$ cat config.mk
export PLATFORM = sky130hd
export DESIGN_NAME = uart_tx
export DESIGN_NICKNAME = d
export VERILOG_FILES = /design/src/rtl/uart_pkg.sv /design/src/rtl/uart_bit_timer.sv /design/src/rtl/uart_tx.sv
export SDC_FILE = /design/constraint.sdc
export NUM_CORES = 1
export LEC_CHECK = 0
export ABC_AREA = 1
export CELL_PAD_IN_SITES_DETAIL_PLACEMENT = 1
export CELL_PAD_IN_SITES_GLOBAL_PLACEMENT = 1
export CORE_UTILIZATION = 46
export DETAILED_ROUTE_END_ITERATION = 8
export PLACE_DENSITY = 0.87
export SETUP_SLACK_MARGIN = 0.4
export SLEW_MARGIN = 0
export SYNTH_ARGS = -nofsm -noshare
export SYNTH_HDL_FRONTEND = slang
export SYNTH_HIERARCHICAL = 1
export SYNTH_SLANG_ARGS = --single-unit
$ cat constraint.sdc
create_clock -name clk -period 2.9 [get_ports clk]
set_input_delay 0.58 -clock clk [delete_from_list [all_inputs] [get_ports clk]]
set_output_delay 0.58 -clock clk [all_outputs]
set_load 0.005 [all_outputs]
$ cat src/rtl/uart_pkg.sv
// +-----------------------------------------------------------------------+
// | uart_pkg : shared UART types, frame constants and parity helper       |
// | Revision : 1.0                                                        |
// +-----------------------------------------------------------------------+
`default_nettype none

package uart_pkg;

  typedef enum logic [2:0] {
    IDLE   = 3'd0,
    START  = 3'd1,
    DATA   = 3'd2,
    PARITY = 3'd3,
    STOP   = 3'd4
  } uart_state_t;

  localparam int DATA_BITS   = 8;
  localparam int FRAME_SLOTS = 11;
  localparam int CNT_W       = 16;
  localparam int IDX_W       = $clog2(DATA_BITS);

  // A disabled parity slot still occupies its slot, driven as a mark (1).
  function automatic logic parity_of(input logic [DATA_BITS-1:0] d,
                                     input logic en,
                                     input logic odd);
    return en ? ((^d) ^ odd) : 1'b1;
  endfunction

endpackage

`default_nettype wire

$ cat src/rtl/uart_bit_timer.sv
// +-----------------------------------------------------------------------+
// | uart_bit_timer : counts PULSES_BIT clocks per serial slot             |
// | Revision : 1.0                                                        |
// +-----------------------------------------------------------------------+
`default_nettype none

module uart_bit_timer
  import uart_pkg::*;
#(
  parameter int PULSES_BIT = 28
) (
  input  logic clk,
  input  logic rst_n,
  input  logic i_clear,
  input  logic i_enable,
  output logic o_slot_done
);

  localparam logic [CNT_W-1:0] c_LAST_CNT = CNT_W'(PULSES_BIT - 1);

  logic [CNT_W-1:0] r_cnt;

  assign o_slot_done = i_enable && (r_cnt == c_LAST_CNT);

  // Wrapping on slot_done makes every slot boundary restart the count at 0.
  always_ff @(posedge clk or negedge rst_n) begin
    if (!rst_n) begin
      r_cnt <= '0;
    end else if (i_clear || o_slot_done) begin
      r_cnt <= '0;
    end else if (i_enable) begin
      r_cnt <= r_cnt + CNT_W'(1);
    end
  end

endmodule

`default_nettype wire

$ cat src/rtl/uart_tx.sv
// +-----------------------------------------------------------------------+
// | uart_tx : buffered UART transmitter, start/8 data/parity/stop framing |
// | Revision : 1.0                                                        |
// +-----------------------------------------------------------------------+
`default_nettype none

module uart_tx
  import uart_pkg::*;
#(
  parameter int PULSES_BIT = 28,
  parameter bit PARITY_EN  = 1'b1,
  parameter bit PARITY_ODD = 1'b0
) (
  input  logic                 clk,
  input  logic                 rst_n,
  input  logic [DATA_BITS-1:0] data_in,
  input  logic                 valid_in,
  output logic                 ready,
  output logic                 data_tx,
  output logic                 busy
);

  uart_state_t          r_state;
  logic [DATA_BITS-1:0] r_hold;
  logic                 r_hold_full;
  logic [DATA_BITS-1:0] r_shift;
  logic                 r_par;
  logic [IDX_W-1:0]     r_idx;
  logic                 r_tx;

  logic w_done;
  logic w_idle;
  logic w_accept;
  logic w_load;
  logic w_line;

  assign w_idle   = (r_state == IDLE);
  assign w_accept = valid_in && !r_hold_full;
  assign w_load   = r_hold_full && (w_idle || ((r_state == STOP) && w_done));

  assign ready   = !r_hold_full;
  assign busy    = !w_idle;
  assign data_tx = r_tx;

  uart_bit_timer #(
    .PULSES_BIT (PULSES_BIT)
  ) u_timer (
    .clk         (clk),
    .rst_n       (rst_n),
    .i_clear     (w_idle),
    .i_enable    (!w_idle),
    .o_slot_done (w_done)
  );

  always_comb begin
    w_line = 1'b1;
    case (r_state)
      START:   w_line = 1'b0;
      DATA:    w_line = r_shift[0];
      PARITY:  w_line = r_par;
      default: w_line = 1'b1;
    endcase
  end

  // The line is re-registered from the state so the pin never sees a
  // combinational path; this adds the second clock of handshake latency.
  always_ff @(posedge clk or negedge rst_n) begin
    if (!rst_n) begin
      r_state     <= IDLE;
      r_hold      <= '0;
      r_hold_full <= 1'b0;
      r_shift     <= '0;
      r_par       <= 1'b0;
      r_idx       <= '0;
      r_tx        <= 1'b1;
    end else begin
      r_tx <= w_line;

      if (w_accept) begin
        r_hold      <= data_in;
        r_hold_full <= 1'b1;
      end else if (w_load) begin
        r_hold_full <= 1'b0;
      end

      if (w_load) begin
        r_shift <= r_hold;
        r_par   <= parity_of(r_hold, PARITY_EN, PARITY_ODD);
      end

      case (r_state)
        IDLE: begin
          if (w_load) r_state <= START;
        end
        START: begin
          if (w_done) begin
            r_state <= DATA;
            r_idx   <= '0;
          end
        end
        DATA: begin
          if (w_done) begin
            r_shift <= r_shift >> 1;
            if (r_idx == IDX_W'(DATA_BITS - 1)) begin
              r_state <= PARITY;
              r_idx   <= '0;
            end else begin
              r_idx <= r_idx + IDX_W'(1);
            end
          end
        end
        PARITY: begin
          if (w_done) r_state <= STOP;
        end
        STOP: begin
          if (w_done) r_state <= r_hold_full ? START : IDLE;
        end
        default: r_state <= IDLE;
      endcase
    end
  end

endmodule

`default_nettype wire

==> results.md <==
- Number of fillers in the final layout: 673
- Leakage dissipation: approximately 0.0014 uW
- Clock Skews: 8.465 ps
- Count of buffers from port buffering: 13
- Instance area at placement: approximately 2600 um2
- Die height: between 70 and 80 um
- Post-route design area: 2700 um2
- IO Count: 14
- Max-cap viol count: 0
- Core utilization of the finished layout: between 50% and 60%
- Critical path data required time: around 2300 ps
- Data arrival, critical path: about 1700 ps
- Number of slew-limit violations in the final report: 0
- Placer's final routability congestion estimate: 0.8394
- Maximum single-stage delay on the critical path: about 520 ps
- Kind of start point of the critical path: register
- Clk root buf: sky130_fd_sc_hd__clkbuf_8
- Portion of the post-synthesis area used by sequential elements: about 43%
- Fraction of layout cells with a size suffix above 1: around 7.6%
- Slew HR: a little over a third
- Synth area leader: sky130_fd_sc_hd__dfrtp_1
- Seq. cell area: just over 1000 um2
- Synthesis-stage register bit count: 41
- Post-detailed-route via-to-cell ratio: 5.073
- Cell types with the largest area share after synthesis: sky130_fd_sc_hd__dfrtp_1 42%, sky130_fd_sc_hd__nand2_1 17%, sky130_fd_sc_hd__nor2_1 7.9%
- Total number of nets in the final design: between 300 and 400
- Area delta synth->final: 12.05%
- Hold crit path type: in2async
- Global-route usage over all layers: between 20% and 30%
- TritonCTS Sinks: roughly 40
- Detail Route Antenna Nets: 0
- Worst slack on hold paths: around 430 ps
- Number of standard cells after synthesis: 340
- Count of unique library cells instantiated by Yosys: 28
- Run status: completed
- Total power draw: roughly 2500 uW
- Unrepaired setup endpoints after global routing: false
- Fraction of the cycle the final worst path needs: between 70% and 80%
- Critical-path top delay cell: sky130_fd_sc_hd__clkdlybuf4s50_1
- Sum of routed wire length over all layers: between 5 and 6 mm
- Maximum number of pins on one net before global-route repair: 42
- Initial core utilization: 49.38%
- Clock buffer depth: 2
- Synth warnings: 6
- CTS tree: yes
- First-pass GRT wire length: between 9 and 10 mm
- Final Hold Vio Count: 0
- Post-Synthesis Net Count: between 300 and 400
- Pre-Repair DR Iteration Count: 4
- Reg2reg setup slack: 830 ps
- Via count: between 2,000 and 2,500
- Crit end category: primary output
- Number of global-route vias before repair: about 2,200
- Number of endpoints failing setup at the final stage: 0
- Number of buffers inserted during clock tree synthesis: 5
- Iteration-0 DRC count of the detailed router: 108
- Achievable clock frequency: between 400 and 500 MHz
- Setup TNS: 0 ps
- Width of the chip: 74.38 um
- R2R cell count: 11
- IR drop worst, VDD: slightly below 0.4 mV
- Reg clk slew, reported paths: 80 ps
- Hold buffer count at CTS: 0
- Post-DR wirelength/cell: about 14 um
- Area occupied by multi-input gates: approximately 1200 um2
- Pwr per Cell Area: 914.5 nW/um2
- Final antenna diode count: 0
- Remaining global-route overflow: 0
- Area share of the largest cell type after synthesis: 41.54%
- H-tree Lvls: 2
- Cells traversed along the worst timing path: nor2_2, nand2_1, clkdlybuf4s50_1
- Skew-Pair Late Insertion Delay: 290 ps
- Initial antenna violation count: 0
- Synthesized cell area: around 2400 um2
- Most frequent cells in the layout: 109 x sky130_fd_sc_hd__nand2_1, 51 x sky130_fd_sc_hd__nor2_1, 47 x sky130_fd_sc_hd__inv_1
- Core ar.: ~5000 um2
- Standard-cell row count: 25
- Type of the setup path with the least slack: reg2out
- Number of gates resized after cts: 0
- Final critical-path required period: ~2300 ps
- Remaining design rule violation count: 0
- HPWL reported at the end of detailed placement: around 4.4 mm
- Mean area per synthesized cell: about 7.1 um2
- Endpoint of the lowest-slack register-to-register path: r_shift[3]
- Most common cell after layout, fill and taps aside: sky130_fd_sc_hd__nand2_1
- Worst Max-Slew Pin Slew: roughly 950 ps
- CP Max Fanout: 6
- Setup Fix Bufs, Post-CTS: 0
- Origin of the critical flop-to-flop path: r_state[1]
- Area of the die: ~5500 um2
[area by class of cell]
type                       instances  area share (%)
clock buffer                       7           3.197
clock inverter                     1           1.112
multi-input combinational        245           42.82
inverter                          49           6.812
timing repair buffer              14           4.912
tap                               67           3.105
sequential                        41           38.04
[registers in the layout, indices dropped and copies added, names as in the netlist]
register       cells
u_timer/r_cnt     16
r_state            3
r_idx              3
r_hold             8
data_tx            1
r_hold_full        1
r_par              1
r_shift            8
[worst max-delay path by stage]
stage | start | to | slack (ps) | depth (start not counted)
after floorplan | r_state[1] | r_shift[3] | 1010 | 12
after global placement | r_state[1] | r_shift[4] | 960 | 11
after CTS | r_state[1] | busy | 600 | 3
after global routing | r_state[1] | busy | 530 | 3
after detailed placement | u_timer/r_cnt[0] | r_shift[2] | 840 | 12
final | r_state[1] | busy | 630 | 3
[worst max-delay path: cells and delay by family (launching register included)]
kind	cells	cell delay [ps]
DFF	1	450
buffers and inverters	1	520
and+or+nand+nor	2	420
[metal layers]
layer	share of wire [%]	vias to the layer above	GRT usage, %	routed length [um]
met5	0	-	0	0
met2	52	18	44.84	2993
met3	2.1	5	4.607	122
met4	1.0	0	6.499	58
li1	-	1085	-	-
met1	45	1043	27.65	2597
[logic make-up after synthesis]
family | share of synthesized area, %
fa+ha+maj | 1.558
buf+inv | 9.397
simple gates | 35.41
xor+xnor | 2.181
compound gates | 8.826
flops | 42.63
[through the flow]
stage | setup WS (ps) | std cells
after floorplan | 1006 | 340
after global placement | 963.8 | 416
after detailed placement | 841.7 | 416
after CTS | 599.7 | 424
after global routing | 534.8 | 424
final | 632.7 | 424
[power breakdown]
group	total [uW]	switching, uW	internal (uW)
Clock	475	195	281
Sequential	907	161	746
Combinational	1090	699	388
[Yosys cell counts]
master	count
sky130_fd_sc_hd__a21oi_1	18
sky130_fd_sc_hd__a22o_1	2
sky130_fd_sc_hd__buf_2	1
sky130_fd_sc_hd__buf_4	2
sky130_fd_sc_hd__buf_6	2
sky130_fd_sc_hd__dfrtp_1	40
sky130_fd_sc_hd__dfstp_2	1
sky130_fd_sc_hd__ha_1	3
sky130_fd_sc_hd__inv_1	47
sky130_fd_sc_hd__inv_2	2
sky130_fd_sc_hd__nand2_1	109
sky130_fd_sc_hd__nand2_2	3
sky130_fd_sc_hd__nand3_1	16
sky130_fd_sc_hd__nand3_2	2
sky130_fd_sc_hd__nand3_4	1
sky130_fd_sc_hd__nand4_1	6
sky130_fd_sc_hd__nor2_1	51
sky130_fd_sc_hd__nor2_2	3
sky130_fd_sc_hd__nor2_4	3
sky130_fd_sc_hd__nor3_1	4
sky130_fd_sc_hd__o211ai_1	2
sky130_fd_sc_hd__o211ai_2	1
sky130_fd_sc_hd__o21ai_0	5
sky130_fd_sc_hd__o21ai_1	7
sky130_fd_sc_hd__o21ai_2	2
sky130_fd_sc_hd__or2_0	1
sky130_fd_sc_hd__xnor2_1	2
sky130_fd_sc_hd__xor2_1	4
Power figures use the tool's default switching activity.
